**src/rtl/rr_arbiter_8_if.sv**
```systemverilog
// Request/grant bundle between requesters and the 8-way round-robin arbiter.
// The arbiter takes the slave side; the requester side drives req.
interface rr_arbiter_8_if;
  logic [7:0] req;
  logic [7:0] gnt;
  logic [2:0] gnt_idx;
  logic       gnt_valid;

  modport master (output req, input gnt, input gnt_idx, input gnt_valid);
  modport slave  (input req, output gnt, output gnt_idx, output gnt_valid);
endinterface

```
**src/rtl/rr_arbiter_8.sv**
```systemverilog
// 8-requester round-robin arbiter with registered one-hot and encoded grant outputs.
// A hold-limit counter forces rotation away from an owner while others are waiting.
module rr_arbiter_8 #(
  parameter int MAX_HOLD = 4,
  parameter int HC_W     = 8
) (
  input  logic          clk,
  input  logic          rst,
  rr_arbiter_8_if.slave bus
);

  typedef enum logic {IDLE, GRANT} state_t;

  localparam logic [HC_W-1:0] MAX_HOLD_C = HC_W'(MAX_HOLD);

  state_t          state_q, state_d;
  logic [2:0]      ptr_q, ptr_d;
  logic [HC_W-1:0] hold_q, hold_d;
  logic [7:0]      gnt_q, gnt_d;
  logic [2:0]      idx_q, idx_d;
  logic            vld_q, vld_d;

  logic [7:0]      others;
  logic [3:0]      pick_req, pick_oth;
  logic            grant_en;
  logic [2:0]      grant_w;

  // Returns {found, index}: first set bit of m at or above p, wrapping 7 -> 0.
  function automatic logic [3:0] pick(input logic [2:0] p, input logic [7:0] m);
    logic [3:0] r;
    logic [2:0] j;
    r = '0;
    for (int i = 7; i >= 0; i--) begin
      j = p + 3'(i);
      if (m[j]) r = {1'b1, j};
    end
    return r;
  endfunction

  assign others   = bus.req & ~(8'(1) << idx_q);
  assign pick_req = pick(ptr_q, bus.req);
  assign pick_oth = pick(ptr_q, others);

  always_comb begin
    state_d  = state_q;
    ptr_d    = ptr_q;
    hold_d   = hold_q;
    gnt_d    = gnt_q;
    idx_d    = idx_q;
    vld_d    = vld_q;
    grant_en = 1'b0;
    grant_w  = 3'd0;

    case (state_q)
      IDLE: begin
        if (pick_req[3]) begin
          grant_en = 1'b1;
          grant_w  = pick_req[2:0];
          state_d  = GRANT;
        end
      end
      GRANT: begin
        if (!bus.req[idx_q]) begin
          if (pick_oth[3]) begin
            grant_en = 1'b1;
            grant_w  = pick_oth[2:0];
          end else begin
            state_d = IDLE;
            hold_d  = '0;
            gnt_d   = '0;
            idx_d   = '0;
            vld_d   = 1'b0;
          end
        end else if (pick_oth[3] && hold_q == MAX_HOLD_C) begin
          grant_en = 1'b1;
          grant_w  = pick_oth[2:0];
        end else if (hold_q < MAX_HOLD_C) begin
          // Also covers the sole holder, whose count saturates at the limit.
          hold_d = hold_q + HC_W'(1);
        end
      end
      default: state_d = IDLE;
    endcase

    if (grant_en) begin
      ptr_d  = grant_w + 3'd1;
      hold_d = HC_W'(1);
      gnt_d  = 8'(1) << grant_w;
      idx_d  = grant_w;
      vld_d  = 1'b1;
    end
  end

  always_ff @(posedge clk) begin
    if (rst) begin
      state_q <= IDLE;
      ptr_q   <= '0;
      hold_q  <= '0;
      gnt_q   <= '0;
      idx_q   <= '0;
      vld_q   <= 1'b0;
    end else begin
      state_q <= state_d;
      ptr_q   <= ptr_d;
      hold_q  <= hold_d;
      gnt_q   <= gnt_d;
      idx_q   <= idx_d;
      vld_q   <= vld_d;
    end
  end

  assign bus.gnt       = gnt_q;
  assign bus.gnt_idx   = idx_q;
  assign bus.gnt_valid = vld_q;

endmodule

```
**src/flat_wrapper.sv**
```systemverilog
// flat-port wrapper written by rule: the top's interface ports become plain ports
module rr_arbiter_8_flat 
#(
  parameter int MAX_HOLD = 4,
  parameter int HC_W     = 8
)
  (clk, rst, bus_req, bus_gnt, bus_gnt_idx, bus_gnt_valid);
  rr_arbiter_8_if bus_i ();
  input  logic clk;
  input  logic rst;
  input wire logic [$bits(bus_i.req)-1:0] bus_req;
  output wire logic [$bits(bus_i.gnt)-1:0] bus_gnt;
  output wire logic [$bits(bus_i.gnt_idx)-1:0] bus_gnt_idx;
  output wire logic [$bits(bus_i.gnt_valid)-1:0] bus_gnt_valid;
  assign bus_i.req = bus_req;
  assign bus_gnt = bus_i.gnt;
  assign bus_gnt_idx = bus_i.gnt_idx;
  assign bus_gnt_valid = bus_i.gnt_valid;
  rr_arbiter_8 #(.MAX_HOLD(MAX_HOLD), .HC_W(HC_W)) u_core (.clk(clk), .rst(rst), .bus(bus_i));
endmodule
```
**config.mk**
```make
export PLATFORM = sky130hd
export DESIGN_NAME = rr_arbiter_8_flat
export DESIGN_NICKNAME = d
export VERILOG_FILES = /design/src/rtl/rr_arbiter_8_if.sv /design/src/rtl/rr_arbiter_8.sv /design/src/flat_wrapper.sv
export SDC_FILE = /design/constraint.sdc
export NUM_CORES = 1
export LEC_CHECK = 0
export ABC_AREA = 0
export ABC_CLOCK_PERIOD_IN_PS = 5590
export CORE_MARGIN = 4
export CORE_UTILIZATION = 60
export CTS_CLUSTER_SIZE = 14
export DETAILED_ROUTE_END_ITERATION = 12
export PLACE_DENSITY_LB_ADDON = 0.3
export SETUP_SLACK_MARGIN = 0.15
export SYNTH_ARGS = -nofsm -noshare
export SYNTH_HDL_FRONTEND = slang
export SYNTH_SLANG_ARGS = --single-unit
```
**constraint.sdc**
```tcl
create_clock -name clk -period 5.59 [get_ports clk]
set_input_delay 1.677 -clock clk [delete_from_list [all_inputs] [get_ports clk]]
set_output_delay 1.677 -clock clk [all_outputs]
set_load 0.05 [all_outputs]
```
Word level (Yosys, flattened, before mapping)
Index checks and enable logic that the tools add are counted.
- input bits: 10
- output and inout bits: 12
- logic and storage cells: 125
- flip-flop bits (word level): 24
- add/sub/neg operators: 9
- multiplexer cells: 79
- order comparisons: 10
- reductions and logical operators: 6
- shift-type cells: 2
- bitwise gates (word level): 3
- equal/unequal tests: 9
- operators with widths (cell ; number):
    $mux W4 ; 16
    $mux W8 ; 7
    $bmux W1 S3 ; 17
    $lt A3 B4 Y1 const B ; 9
    $mux W1 ; 28
    $mux W3 ; 8
    $shl A1 B3 Y8 const A ; 2
    $add A3 B3 Y3 const B ; 4
    $add A8 B1 Y8 const B ; 1
    $and A8 B8 Y8 ; 1
    $eq A8 B3 Y1 const B ; 1
    $lt A8 B3 Y1 const B ; 1
    $ne A2 B2 Y1 const B ; 4
    $not A8 Y8 ; 1
    $reduce_and A4 Y1 ; 2
    $add A3 B1 Y3 const B ; 2
    $add A3 B2 Y3 const B ; 2
    $ne A3 B2 Y1 const B ; 2
    $pmux W3 S2 ; 1
    $pmux W1 S2 ; 2
    $ne A3 B3 Y1 const B ; 1
    $reduce_and A3 Y1 ; 1
    $ne A2 B1 Y1 const B ; 1
    $reduce_bool A2 Y1 ; 1
    3 further kinds ; 3

Longest topological paths before layout
- depth in word-level cells: 19
- depth in mapped cells: 19
- gate-level depth less buffers: 15

Least setup slack after synthesis
Ideal clock, no wire load.
- path type: input port to flip-flop
- start point: input bus_req[6]
- end point: register u_core.gnt_q[2], in the netlist u_core.bus.gnt[2]
- data arrival time: 4.508 ns
- cell stages on the path: 12
- slack: 1.023 ns
- buffers on the path: 1
- library setup time: 0.059 ns
- data required time: 5.531 ns
- cells stage by stage: clkbuf_1 mux4_2 mux2_2 or4_1 a31oi_1 nand3b_1 a211o_1 o31ai_2 ha_1 inv_1 o41ai_1 and2_1
- word-level cells in the longest chain between the ends: 17
- elaborated cells between the ends (all ways): 68
- those cells by class: eq/ne: 2; shift: 1; mux: 61; bitwise: 1; reduce/logical: 3
- ends and longest elaborated chain (element ; RTL line ; text):
    start, declared ; flat_wrapper.sv:11 ; input wire logic [$bits(bus_i.req)-1:0] bus_req;
    $and A8 B8 Y8 ; rr_arbiter_8.sv:40 ; assign others = bus.req & ~(8'(1) << idx_q);
    $bmux W1 S3 ; rr_arbiter_8.sv:35 ; if (m[j]) r = {1'b1, j};
    $mux W1 (not written as such) ; rr_arbiter_8.sv:35 ;
    $mux W4 (8 in series) ; rr_arbiter_8.sv:35 ;
    $logic_and A1 B1 Y1 ; rr_arbiter_8.sv:74 ; end else if (pick_oth[3] && hold_q == MAX_HOLD_C) begin
    $mux W1 / $mux W3 (equally long branches) ; rr_arbiter_8.sv:74 ;
    $mux W1 / $mux W3 (equally long branches) ; rr_arbiter_8.sv:63 ; if (!bus.req[idx_q]) begin
    $pmux W1 S2 / $pmux W3 S2 (equally long branches) ; rr_arbiter_8.sv:54 ; case (state_q)
    $ne A2 B2 Y1 (no line), or another cell as far along ; - ;
    $reduce_and A3 Y1 (no line) / $mux W8 (equally long branches) ; - ;
    end signal, assigned ; rr_arbiter_8.sv:106 ; gnt_q <= gnt_d;
    end, declared ; rr_arbiter_8.sv:19 ; logic [7:0] gnt_q, gnt_d;
Parallel ways exist; a longest one is shown, timed or not. The select of a mux whose other input is x is not followed.
A chain may end at the register's enable or synchronous reset.

Final worst setup path
- start point: input bus_req[1]
- end point: register u_core.gnt_q[2], in the netlist u_core.bus.gnt[2]
Same word-level chain as after synthesis.

==> impl_metrics.py <==
metrics = {
    "timing": {
        "maxSlewHeadroom_pct": 48.7,
        "fin_crit_ns": 5.00,
        "clock_skew_ns": 0.00452,
        "hold_viol_final": 0,
        "setup_violations": 0,
        "fin_tns_setup_ns": 0,
        "rsz0062_at_grt": "no",
        "worst_pin_slew_ns": 0.768,
        "fin_crit_sh_pct": 89.4,
        "slew_violations": 0,
        "max_freq_mhz": 200,
    },
    "synthesis": {
        "ys.flop_type": "dfxtp_1",
        "synth.top_cells.by_count": "31 x nand2_1, 31 x nor2_1, 24 x dfxtp_1, 23 x a21oi_1, 18 x mux4_2",
        "synth.distinct_cells": 86,
        "synthesis.nets": 385,
        "netlist_instances": 368,
        "async_flop_share_pct": 0,
        "synth.largest_area_cell": "dfxtp_1",
        "synth_area_um2": 3100,
        "ys_seq_area_share_pct": 15.5,
        "yosys_warnings": 0,
        "synth-edff-count": 0,
        "synth-seq-cells": 24,
        "synth_top_area_share_pct": 15.5,
        "synth_area_leaders": "dfxtp_1 16%, mux4_2 13%, nand2_1 3.8%, nor2_1 3.8%, a21oi_1 3.7%",
        "syn_avg_cell_area_um2": 8.42,
    },
    "die": {
        "core_um2": 4850,
        "io_pins": 22,
        "die_h_um": 79.9,
        "die_x_um": 79.9,
        "start_util_pct": 63.9,
        "num_rows": 25,
        "dieArea_um2": 6380,
    },
    "finish": {
        "regArea_um2": 480,
        "multiInputGateArea_um2": 2420,
        "fillers": 396,
        "layout-drive-gt1-share_pct": 14.0,
        "fin_nets": 389,
        "insertedDiodeCount": 0,
        "areaGrowthSynthToFinish_pct": 8.36,
    },
    "global_route": {
        "first_global_vias": 2924,
        "antenna_found_initial": 0,
        "grt_pass1_wl_um": 14700,
        "overflow": 0,
        "track_usage_pct": 29.4,
        "grt_max_degree": 45,
    },
    "routing": {
        "drtAntennaViolNets": 0,
        "routedWlPerCell_um": 20.4,
        "vias_per_cell": 7.38,
        "drt_pre_antenna_iters": 5,
        "drt-initial-drc-count": 274,
        "totalWireLength_um": 8930,
        "drc_errors": 0,
        "vias": 3232,
    },
    "placed_design": {
        "io_buffers": 21,
        "gp_congestion": 1.04,
        "hpwl_um": 6620,
    },
    "setup_path": {
        "slowest_stage": "mux4_2",
        "crit_path_start_kind": "primary input",
        "worst_ep_arrival_time_ns": 5.21,
        "worstPathMaxFanout": 10,
        "r2r_cells": 15,
        "path_cells": "clkdlybuf4s50_1 -> mux4_2 -> mux2i_1 -> nand2_1 -> or4_1 -> nor4bb_1 -> a211o_1 -> o31ai_2 -> ha_1 -> inv_1 -> o41ai_1 -> and2_1",
        "worst-path-buf-inv": 2,
        "r2r_end": "u_core.bus.gnt[7]",
        "cp-end-kind": "register",
        "slowest_delay_ns": 0.64,
        "path_class": "in2reg",
        "crit_path_start": "bus_req[1]",
        "worstPathRequired_ns": 5.81,
        "r2r_start": "u_core.ptr_q[1]",
        "crit_family": "multiplexers",
        "worstSetupEndpoint": "u_core.bus.gnt[2]",
        "r2r_setup_slack_ns": 1.18,
        "cp.depth": 12,
    },
    "cts": {
        "cts-root-buf": "clkbuf_8",
        "cts_resized": 0,
        "cts.sinks": 24,
        "tritoncts": "built",
        "cts_made_buffers": 3,
        "post_cts_buffers": 0,
        "cts_buffer_depth": 2,
        "cts_hold_buf": 0,
        "clk_latency_ns": 0.27,
        "clk_pin_slew_ns": 0.09,
        "htreeDepth": 1,
    },
    "power_and_ir_drop": {
        "powerDensity_nw_per_um2": 642,
        "p_leak_nw": 1.19,
        "ir_drop_mv": 0.391,
        "p_total_mw": 2.16,
    },
    "flow_run": {
        "cap_violations": 0,
    },
    "hold_path": {
        "hold_path_class": "reg2reg",
    },
    "status": {
        "status": "finished, final reports clean",
    },
}
[routing by layer]
metal	vias up	track usage, %	part of all wire [%]
met5	-	4.55	0
met2	201	41.7	43
li1	1478	-	-
met3	30	8.13	12
met4	0	9.46	3.0
met1	1523	42.6	42
[report_power, final]
part           switching (mW)  internal [mW]
combinational            1.05          0.682
sequential             0.0637          0.210
clock                  0.0556         0.0958
[area by class of cell]
type / count / area share [%]
multi-input combinational: 301 / 71.9
sequential: 24 / 14.3
timing repair buffer: 25 / 7.15
tap: 67 / 2.50
inverter: 17 / 1.97
clock buffer: 3 / 1.23
clock inverter: 1 / 0.894
[how the worst min path moves through the flow]
stage                      start  depth (start not counted)           endpoint  slack [ns]
2_1_floorplan   u_core.hold_q[7]                          2   u_core.hold_q[7]        0.44
3_3_place_gp   u_core.bus.gnt[6]                          2  u_core.bus.gnt[6]        0.44
3_5_place_dp   u_core.bus.gnt[6]                          2  u_core.bus.gnt[6]        0.44
4_1_cts        u_core.bus.gnt[6]                          2  u_core.bus.gnt[6]        0.46
5_1_grt        u_core.bus.gnt[5]                          2  u_core.bus.gnt[5]        0.50
6_report       u_core.bus.gnt[6]                          2  u_core.bus.gnt[6]        0.45
[registers in the layout, summed over array words and instances (netlist names)]
register	flops
u_core.bus.gnt	8
u_core.ptr_q	3
u_core.hold_q	8
u_core.state_q	1
u_core.bus.gnt_valid	1
u_core.bus.gnt_idx	3
[cells in the final DEF, fill, tap and decap left out, types with 3 or more instances in the layout]
| master | netlist | final |
|---|---|---|
| nand2_1 | 31 | 31 |
| nor2_1 | 31 | 31 |
| dfxtp_1 | 24 | 24 |
| a21oi_1 | 23 | 23 |
| clkdlybuf4s50_1 | 0 | 21 |
| mux4_2 | 18 | 18 |
| inv_1 | 13 | 13 |
| nand3_1 | 11 | 11 |
| mux2i_1 | 10 | 10 |
| o21ai_0 | 8 | 8 |
| a221oi_1 | 8 | 8 |
| nand3b_1 | 7 | 7 |
| o22ai_1 | 7 | 7 |
| nor3_1 | 7 | 7 |
| ha_1 | 7 | 7 |
| o31ai_1 | 6 | 6 |
| and3_1 | 6 | 6 |
| a211oi_1 | 6 | 6 |
| nand2b_1 | 5 | 5 |
| a32oi_1 | 5 | 5 |
| and2_1 | 5 | 5 |
| a31oi_1 | 5 | 5 |
| o22a_1 | 4 | 4 |
| a22oi_1 | 4 | 4 |
| mux2_2 | 4 | 4 |
| buf_4 | 1 | 4 |
| nor3b_1 | 3 | 3 |
| nor2b_1 | 3 | 3 |
| and3b_1 | 3 | 3 |
| o221ai_1 | 3 | 3 |
| nor4_1 | 3 | 3 |
| a41oi_1 | 3 | 3 |
| o211ai_1 | 3 | 3 |
| clkbuf_8 | 0 | 3 |
[metrics by stage]
step                      cell area [um^2]  cells  hold slack (ns)  utilization [%]  setup WS, ns
final                                 3360    438            0.455             69.3         0.593
after detailed placement              3290    434            0.444             67.8         0.391
after floorplan                       3100    368            0.441                -          1.02
after global placement                3290    434            0.440             67.8         0.458
after global routing                  3360    438            0.499             69.3         0.344
after CTS                             3360    438            0.456             69.3         0.678
[kinds of logic after synthesis]
family / after synthesis / share of synthesized area (%)
buf+inv: 43 / 6.54
mux: 34 / 19.5
fa+ha+maj: 7 / 2.83
xor+xnor: 6 / 2.18
simple gates: 129 / 22.2
compound gates: 125 / 31.3
flops: 24 / 15.5
[tightest hold or removal path: stages, from the launching register on]
cell and delay (ns):
dfxtp_1 0.31, nand2_1 0.05, a21oi_1 0.05
Note: power is estimated with default switching activity, not from simulation.
